$ cat config.mk
export PLATFORM = sky130hd
export DESIGN_NAME = hop_chain_array_flat
export DESIGN_NICKNAME = d
export VERILOG_FILES = /design/src/rtl/hop_chain_array_if.sv /design/src/rtl/hop_chain_array.sv /design/src/flat_wrapper.sv
export SDC_FILE = /design/constraint.sdc
export NUM_CORES = 1
export LEC_CHECK = 0
export CAP_MARGIN = 40
export CORE_AREA = 5 5 82 84
export CTS_CLUSTER_SIZE = 30
export DETAILED_ROUTE_END_ITERATION = 10
export DIE_AREA = 0 0 87 89
export GPL_ROUTABILITY_DRIVEN = 0
export PLACE_DENSITY_LB_ADDON = 0.08
export SLEW_MARGIN = 20
export SYNTH_ARGS = -nofsm -noshare
export SYNTH_HDL_FRONTEND = slang
export SYNTH_SLANG_ARGS = --single-unit
$ cat constraint.sdc
create_clock -name clock0 -period 4.4 [get_ports clock0]
set_input_delay 1.32 -clock clock0 [delete_from_list [all_inputs] [get_ports clock0]]
set_output_delay 1.32 -clock clock0 [all_outputs]
set_load 0.02 [all_outputs]
$ cat src/rtl/hop_chain_array_if.sv
// rtl/hop_chain_array_if.sv - lane-vector bus for the hop chain array
interface hop_chain_array_if #(
    parameter int LANES = 4,
    parameter int DEPTH = 6,
    parameter int WIDTH = 1
);
    localparam int TW = ($clog2(DEPTH) > 1) ? $clog2(DEPTH) : 1;
    localparam int CW = $clog2(DEPTH + 1);

    logic [LANES*WIDTH-1:0] start;
    logic [LANES-1:0]       start_vld;
    logic [LANES-1:0]       hold;
    logic [LANES-1:0]       clr;
    logic [LANES*TW-1:0]    tap;
    logic [LANES*WIDTH-1:0] out;
    logic [LANES-1:0]       out_vld;
    logic [LANES*CW-1:0]    occ;
    logic [LANES-1:0]       busy;

    modport master (
        output start, start_vld, hold, clr, tap,
        input  out, out_vld, occ, busy
    );

    modport slave (
        input  start, start_vld, hold, clr, tap,
        output out, out_vld, occ, busy
    );
endinterface

$ cat src/rtl/hop_chain_array.sv
// rtl/hop_chain_array.sv - multi-lane hop shift chains with tap select, stall, clear and occupancy
module hop_chain_array #(
    parameter int LANES = 4,
    parameter int DEPTH = 6,
    parameter int WIDTH = 1
) (
    input  logic               clock0,
    input  logic               rst1_n,
    hop_chain_array_if.slave   bus
);
    localparam int TW = ($clog2(DEPTH) > 1) ? $clog2(DEPTH) : 1;
    localparam int CW = $clog2(DEPTH + 1);

    for (genvar l = 0; l < LANES; l++) begin : g_lane
        // Index 0 is stage 1 (newest), index DEPTH-1 is the exit stage.
        logic [DEPTH-1:0][WIDTH-1:0] s_q, s_d;
        logic [DEPTH-1:0]            v_q, v_d;
        logic [CW-1:0]               occ_q, occ_d;
        logic [WIDTH-1:0]            in_data;
        logic [TW-1:0]               tap_l;
        logic [WIDTH-1:0]            out_data;
        logic                        out_v;

        assign in_data = bus.start[l*WIDTH +: WIDTH];
        assign tap_l   = bus.tap[l*TW +: TW];

        // Next state: clear beats hold beats shift; invalid slots are loaded with zero data.
        always_comb begin
            s_d   = s_q;
            v_d   = v_q;
            occ_d = occ_q;
            if (bus.clr[l]) begin
                s_d   = '0;
                v_d   = '0;
                occ_d = '0;
            end else if (!bus.hold[l]) begin
                s_d   = {s_q[DEPTH-2:0], (bus.start_vld[l] ? in_data : {WIDTH{1'b0}})};
                v_d   = {v_q[DEPTH-2:0], bus.start_vld[l]};
                occ_d = occ_q + CW'(bus.start_vld[l]) - CW'(v_q[DEPTH-1]);
            end
        end

        // Stage, valid and occupancy registers with asynchronous clear.
        always_ff @(posedge clock0 or negedge rst1_n) begin
            if (!rst1_n) begin
                s_q   <= '0;
                v_q   <= '0;
                occ_q <= '0;
            end else begin
                s_q   <= s_d;
                v_q   <= v_d;
                occ_q <= occ_d;
            end
        end

        // Tap mux over registered stages; out-of-range taps clamp to the exit stage.
        always_comb begin
            out_data = '0;
            out_v    = 1'b0;
            for (int k = 0; k < DEPTH; k++) begin
                if ((int'(tap_l) == k) || ((k == DEPTH - 1) && (int'(tap_l) > k))) begin
                    out_data = s_q[k];
                    out_v    = v_q[k];
                end
            end
        end

        assign bus.out[l*WIDTH +: WIDTH] = out_data;
        assign bus.out_vld[l]            = out_v;
        assign bus.occ[l*CW +: CW]       = occ_q;
        assign bus.busy[l]               = |occ_q;
    end
endmodule

$ cat src/flat_wrapper.sv
// flat-port wrapper written by rule: the top's interface ports become plain ports
module hop_chain_array_flat 
#(
    parameter int LANES = 4,
    parameter int DEPTH = 6,
    parameter int WIDTH = 1
)
  (clock0, rst1_n, bus_start, bus_start_vld, bus_hold, bus_clr, bus_tap, bus_out, bus_out_vld, bus_occ, bus_busy);
  hop_chain_array_if #(.LANES(LANES), .DEPTH(DEPTH), .WIDTH(WIDTH)) bus_i ();
  input  logic clock0;
  input  logic rst1_n;
  input wire logic [$bits(bus_i.start)-1:0] bus_start;
  input wire logic [$bits(bus_i.start_vld)-1:0] bus_start_vld;
  input wire logic [$bits(bus_i.hold)-1:0] bus_hold;
  input wire logic [$bits(bus_i.clr)-1:0] bus_clr;
  input wire logic [$bits(bus_i.tap)-1:0] bus_tap;
  output wire logic [$bits(bus_i.out)-1:0] bus_out;
  output wire logic [$bits(bus_i.out_vld)-1:0] bus_out_vld;
  output wire logic [$bits(bus_i.occ)-1:0] bus_occ;
  output wire logic [$bits(bus_i.busy)-1:0] bus_busy;
  assign bus_i.start = bus_start;
  assign bus_i.start_vld = bus_start_vld;
  assign bus_i.hold = bus_hold;
  assign bus_i.clr = bus_clr;
  assign bus_i.tap = bus_tap;
  assign bus_out = bus_i.out;
  assign bus_out_vld = bus_i.out_vld;
  assign bus_occ = bus_i.occ;
  assign bus_busy = bus_i.busy;
  hop_chain_array #(.LANES(LANES), .DEPTH(DEPTH), .WIDTH(WIDTH)) u_core (.clock0(clock0), .rst1_n(rst1_n), .bus(bus_i));
endmodule
==> results of run 1 <==
[power groups by stage]
stage	combinational [W]	sequential [W]	clock, W
6_report	0.000193	0.000577	0.000437
5_1_grt	0.000212	0.000579	0.000479
4_1_cts	0.000192	0.000577	0.000453
3_5_place_dp	0.000192	0.000587	0
3_3_place_gp	0.000190	0.000587	0
2_1_floorplan	0.000107	0.000592	0
[path summary, 6_finish.rpt]
check	startpoint	end	slack [ns]	cells after the start
max in group asynchronous	rst1_n	u_core.g_lane[0].v_q[1]	2.53	2
worst min-delay path	u_core.g_lane[0].s_q[5]	u_core.g_lane[0].s_q[5]	0.52	2
worst max-delay path	bus_tap[10]	bus_out[3]	0.09	5
min in group asynchronous	rst1_n	u_core.g_lane[1].s_q[2]	1.03	1
worst min register to register	u_core.g_lane[0].s_q[5]	u_core.g_lane[0].s_q[5]	0.52	2
worst max register to register	u_core.g_lane[2].occ_q[0]	u_core.g_lane[2].occ_q[2]	2.37	9
[what timing repair did]
action / 4_1_cts / 5_1_grt
setup endpoints to repair: 6 / 2
gates cloned: 0 / 0
gates resized for setup: 4 / 2
hold endpoints to repair: 0 / 0
[cell families after synthesis]
| group | after synthesis | share of synthesized area, % |
|---|---|---|
| compound gates | 33 | 6.78 |
| simple gates | 92 | 13.9 |
| buf+inv | 36 | 6.24 |
| xor+xnor | 4 | 1.09 |
| mux | 63 | 19.6 |
| fa+ha+maj | 12 | 5.61 |
| flops | 60 | 46.8 |
[cells in the mapped netlist]
cell type | count | area share [%]
nand3b_1 | 3 | 0.70
dfrtp_1 | 60 | 47
nand2_1 | 3 | 0.35
or3_1 | 4 | 0.78
a211oi_1 | 8 | 1.9
a21oi_1 | 12 | 1.9
buf_2 | 4 | 0.62
o21ai_0 | 4 | 0.62
or3_2 | 4 | 0.94
and2b_1 | 1 | 0.23
mux2i_1 | 63 | 20
buf_4 | 16 | 3.7
nand2b_1 | 4 | 0.78
nor2b_1 | 8 | 1.6
clkbuf_1 | 4 | 0.47
fa_1 | 4 | 2.5
xnor2_1 | 4 | 1.1
a22oi_1 | 1 | 0.23
inv_1 | 12 | 1.4
nor2_1 | 61 | 7.1
ha_1 | 8 | 3.1
nor2_4 | 4 | 1.4
a221oi_1 | 8 | 2.2
[layer usage]
layer	GRT usage [%]	wire [µm]
met5	0	0
met4	6.37	65
met3	5.25	289
met2	28.3	2890
met1	20.9	2710
[worst register-to-register path, delay by kind of cell, from the launching register on]
kind            cells  cell delay, ns
compound gates      1            0.15
xor+xnor            1            0.14
simple gates        1            0.31
flops               1            0.39
buf+inv             3            0.17
fa+ha+maj           3            0.79
[state kept, by name, summed over array words and instances, names as in the netlist]
name / cells
u_core.g_lane.occ_q: 12
u_core.g_lane.s_q: 24
u_core.g_lane.v_q: 24
[placed cells by master, fill, tap and decap left out, types with 8 or more instances in the layout]
master,synthesis,layout
a21oi_1,12,12
ha_1,8,8
a221oi_1,8,8
inv_1,12,12
clkbuf_8,0,12
clkdlybuf4s50_1,0,46
dfrtp_1,60,60
mux2i_1,63,63
a211oi_1,8,8
nor2_1,61,61
nor2b_1,8,8
[area by class of cell]
cell class              count  area share, %
repair buffers             59           15.3
flip-flops and latches     60           38.3
inverters                  12           1.15
clock buffers              12           4.21
multi-input cells         204           38.4
well taps                  75           2.39
clock inverters             2          0.255
[per-stage QoR]
stage,power (W),utilization [%],instances,TNS [ns]
6_report,0.00121,67.1,424,0
5_1_grt,0.00127,67.1,424,0
4_1_cts,0.00122,66.0,420,0
3_5_place_dp,0.000780,63.1,406,-0.108
3_3_place_gp,0.000777,63.1,406,-0.0634
2_1_floorplan,0.000699,-,300,0
==> results.md, run 1 <==
* Worst min path class: reg -> reg
* WP buf/inv at 2
* Worst setup EP type: output port
* Dpl ws at -0.0546 ns
* Vias in the first global route at 2272
* Multi-input combinational cell area at about 0.0015 mm²
* Sequential share of power at 47.8%
* Worst Setup Slack, final at a little under 0.09 ns
* Worst relative slew slack at 53.4%
* Gate Count Post-Synth at 300
* Total CTS buffers at 9
* Pleak at 1.88 nW
* First-pass GRT wire length at 10.2 mm
* WL final at 5.96 mm
* Largest net degree at the start of global routing at 34
* Yosys Warn Count at 0
* Starting Density at a little over half
* Seq cells post-synth at 60
* Area after DPL at 0.00369 mm²
* Avg Inst Size Synth at 10.7 µm²
* Max cap viols at 0
* Sw Share at 25.3%
* Switching component of the power at 0.000305 W
* Period minus WS final at 4.31 ns
* Finished Cell Area at slightly below 0.004 mm²
* Worst Setup Start Kind: input pin
* Worst Path Required at 3.08 ns
* Syn_nets at 342
* Status: complete, no violations
* Post-CTS setup buffer count at 0
* Antenna violations before repair at 0
* Final hold vios at 0
* Initial DRC Count at 56
* DIE WIDTH at 87 µm
* Hold_buf cts at 0
* Combinational share of power at between 10% and 20%
* Routed vias/inst at 5.29
* Slowest stage delay, CP at 0.65 ns
* Top delay family on crit path: buffers and inverters
* Clk sink count at 60
* Total Routing Usage GR at 17.0%
* FF+latch area at 0.00150 mm²
* Via count at around 2200
* Share of cells above drive strength 1 at 8.31%
* Most frequent CP cell: clkdlybuf4s50_1
* Post-DP HPWL at approximately 4.2 mm
* Arrival time at the worst endpoint at 2.99 ns
* Least-Margin Pin Slew at 0.700 ns
* H-tree Lvls at 3
* P_int at 0.000902 W
* Root buf cell: clkbuf_8
* I/O pins at 54
* Critical path type: in -> out
* Antenna cells at 0
* Worst path cell trace: clkdlybuf4s50_1, nor2_4, mux2i_1, a221oi_1, clkdlybuf4s50_1
* Sequential fraction of the synthesis area at 46.8%
* Synth Cell Area at 0.00321 mm²
* Clock slew at reported path FFs at about 0.06 ns
* Initial DRT Pass Iterations at 5
* Final setup violating endpoints at 0
* Grt ovf at 0
* Post-synth cell types at 23
* Final slew viol count at 0
* Die height at 89 µm
* PortBufs at 53
* Unrepaired setup endpoints after global routing: no
* Max Root-Sink Buffers at 2
* Routed wire per std cell at approximately 14 µm
* CTS tree: done
* Crit Path Max Fanout at 3
* Rows at 28
* Area grow syn2layout at 22.3%
* Die area at between 0.007 and 0.008 mm²
* Final period util at just under 100%
* Core Area at 0.00585 mm²
* Worst hold margin at 0.523 ns
* Routed Antenna Nets at 0
* Skew final at 0.00519 ns
* Max frequency at 232 MHz
* Peak VDD IR at 0.192 mV
* Total power per unit cell area at 308 mW/mm²
* Final #Nets at between 300 and 400
* Slowest CP cell: clkdlybuf4s50_1
* Worst-Skew Late Latency at 0.33 ns
* Filler cells at 439
* DRC viols at 0
* Clock power share at 36.2%
No activity file was read; power rests on OpenSTA's default activity.
==> inputs of run 2 (changes only) <==
- GPL_ROUTABILITY_DRIVEN: 0 -> unset
==> results of run 2 <==
Final layout, timing and power as in run 1 (identical DEF).
==> inputs of run 3 (changes only) <==
--- a/config.mk
+++ b/config.mk
@@ -8,7 +8,8 @@
 export CAP_MARGIN = 40
-export CORE_AREA = 5 5 82 84
+export CORE_AREA = 5 5 80 82
+export CTS_BUF_LIST = sky130_fd_sc_hd__clkbuf_2 sky130_fd_sc_hd__clkbuf_4 sky130_fd_sc_hd__clkbuf_8
 export CTS_CLUSTER_SIZE = 30
 export DETAILED_ROUTE_END_ITERATION = 10
-export DIE_AREA = 0 0 87 89
-export PLACE_DENSITY_LB_ADDON = 0.08
+export DIE_AREA = 0 0 85 87
+export PLACE_DENSITY = 0.95
 export SLEW_MARGIN = 20
==> constraint.sdc (replaced) <==
create_clock -name clock0 -period 4.4 [get_ports clock0]
set_input_delay 0.44 -clock clock0 [delete_from_list [all_inputs] [get_ports clock0]]
set_output_delay 0.44 -clock clock0 [all_outputs]
set_load 0.02 [all_outputs]
==> results.md, run 3 (synthesis results as in run 1) <==
* Status: complete, no violations
* Pleak at 1.86 nW (-1.5%)
* CTS tree: done
* Worst Path Required at 3.96 ns (+0.88 ns)
* Least-Margin Pin Slew at 0.744 ns (+0.0443 ns)
* Hold_buf cts at 0 (unchanged)
* Antenna cells at 0 (unchanged)
* Worst Setup SP: bus_tap[6]
* Period minus WS final at 2.71 ns (-1.60 ns)
* Routed Antenna Nets at 0 (unchanged)
* Worst min path class: in -> async
* Final setup violating endpoints at 0 (unchanged)
* Root buf cell: clkbuf_8
* Total negative slack at 0 ns (unchanged)
* Max Root-Sink Buffers at 2 (unchanged)
* P_int at 0.000957 W (+6.2%)
* Biggest regs: u_core.g_lane.s_q: 24 flops, u_core.g_lane.v_q: 24 flops, u_core.g_lane.occ_q: 12 flops
* Gpl congestion at about 0.8
* Worst hold margin at 0.273 ns (-0.250 ns)
* Total Routing Usage GR at 17.6% (+0.60 points)
* Final slew viol count at 0 (unchanged)
* H-tree Lvls at 3 (unchanged)
* Sequential share of power at 45.4% (-2.4 points)
* Largest net degree at the start of global routing at 61 (+79%)
* Peak VDD IR at 0.213 mV (+11%)
* Core Area at 0.00568 mm² (-3.0%)
* Final hold vios at 0 (unchanged)
* Skew final at 0.00738 ns (+0.00219 ns)
* Area grow syn2layout at 22.9%
* Rows at 28 (unchanged)
* PortBufs at 53 (unchanged)
* Max cap viols at 0 (unchanged)
* Top delay family on crit path: buffers and inverters
* DIE WIDTH at 85 µm (-2.3%)
* Routed wire per std cell at 14.4 µm (+2.8%)
* Critical path type: in -> out
* Starting Density at 56.6% (+1.7 points)
* Sw Share at 24.8% (-0.51 points)
* Post-cts repair resize count at 0 (-4)
* Clk sink count at 60 (unchanged)
* Worst setup EP type: output port
* Critical R2R Launch: u_core.g_lane[2].occ_q[0]
* Worst-Skew Late Latency at 0.33 ns (about the same)
* Worst path cell trace: clkdlybuf4s50_1, nor2_4, mux2i_1, a221oi_1, clkdlybuf4s50_1
* Vias in the first global route at 2299 (+1.2%)
* Max frequency at 369 MHz (+59%)
* Post-DP HPWL at 4.33 mm (+2.8%)
* Leading cell types in the layout, fill and taps excluded: mux2i_1, nor2_1, dfrtp_1, clkdlybuf4s50_1
* Overall Power at 0.00127 W (+5.5%)
* Die area at 0.00740 mm² (-4.5%)
* Most common cell after layout, fill and taps aside: mux2i_1
* Slowest stage delay, CP at 0.67 ns (+0.02 ns)
* Share of cells above drive strength 1 at 8.57% (+0.26 points)
* Clock slew at reported path FFs at 0.07 ns (about the same)
* FF+latch area at 0.00150 mm² (unchanged)
* Initial DRC Count at 67 (+20%)
* WL final at 6.14 mm (+3.0%)
* Final #Nets at 387 (-0.26%)
* Worst Setup Slack, final at 1.69 ns (+1.60 ns)
* Unrepaired setup endpoints after global routing: no
* WP buf/inv at 2 (unchanged)
* Slowest CP cell: clkdlybuf4s50_1
* Initial DRT Pass Iterations at 4 (-1)
* Clock power share at 39.3% (+3.1 points)
* Die height at 87 µm (-2.2%)
* Combinational share of power at 15.3% (-0.7 points)
* First-pass GRT wire length at 10.3 mm (+1.6%)
* Total CTS buffers at 9 (unchanged)
* Antenna violations before repair at 0 (unchanged)
* Routed vias/inst at 5.41 (+2.2%)
* Final period util at 61.6% (-36 points)
* DRC viols at 0 (unchanged)
* Multi-input combinational cell area at 0.00151 mm² (unchanged)
* Worst Setup Start Kind: input pin
* Total power per unit cell area at 323 mW/mm² (+4.9%)
* Arrival time at the worst endpoint at 2.27 ns (-0.72 ns)
* I/O pins at 54 (unchanged)
* Final core utilization at 69.5% (+2.4 points)
* Post-CTS setup buffer count at 0 (unchanged)
* Crit Path Max Fanout at 7 (+4)
* Filler cells at 438 (-0.23%)
* Via count at 2298 (+2.4%)
* Switching component of the power at 0.000316 W (+3.3%)
* Grt ovf at 0 (unchanged)
* Dpl ws at 1.69 ns (+1.74 ns)
* Most frequent CP cell: clkdlybuf4s50_1
* Worst relative slew slack at 50.4% (-3.0 points)
run 3: cell count changes in the layout (fill, tap and decap cells not counted):
cell / previous run / this run
clkinvlp_4: 0 / 1
buf_4: 2 / 1
clkdlybuf4s50_1: 46 / 52
clkbuf_8: 12 / 11
bufinv_16: 0 / 1
dlygate4sd2_1: 4 / 0
buf_8: 4 / 3
buf_6: 0 / 1
dlymetal6s2s_1: 2 / 0
clkbuf_4: 0 / 1
run 3: worst paths after layout:
kind | end | slack (ns) | cells after the start
hold / removal | u_core.g_lane[0].s_q[0] | 0.27 | 2
max in group asynchronous | u_core.g_lane[2].occ_q[1] | 3.64 | 2
hold reg to reg | u_core.g_lane[2].v_q[3] | 0.54 | 2
setup reg to reg | u_core.g_lane[2].occ_q[2] | 2.33 | 9
setup / recovery | bus_out_vld[2] | 1.69 | 5
min in group clock0 | u_core.g_lane[2].v_q[3] | 0.54 | 2
run 3: metal layers:
metal  global-route usage (%)  routed length, µm  up-vias  part of all wire, %
met5                        0                  0        -                    0
met4                     7.19                 77        0                  1.3
met3                     4.82                213        8                  3.5
met2                     29.9               3140       36                   51
met1                     21.2               2710     1141                   44
li1                         -                  -     1113                    -
run 3: cell type report:
cell class	instances	share of cell area, %
clock inverter	4	1.21
multi-input combinational	204	38.2
clock buffer	12	4.03
tap	75	2.38
inverter	12	1.14
sequential	60	38.1
timing repair buffer	58	14.9
run 3: power groups by stage:
stage               Clock [W]  Combinational, W  Sequential, W
floorplan                   0          0.000107       0.000592
global placement            0          0.000187       0.000587
detailed placement          0          0.000192       0.000588
CTS                  0.000515          0.000193       0.000577
global route         0.000543          0.000213       0.000579
finish               0.000501          0.000195       0.000577
run 3: through the flow:
stage	std cells	area (µm²)
after floorplan	300	3210
after global placement	405	3680
after detailed placement	405	3680
after CTS	421	3890
after global routing	425	3950
final	425	3950
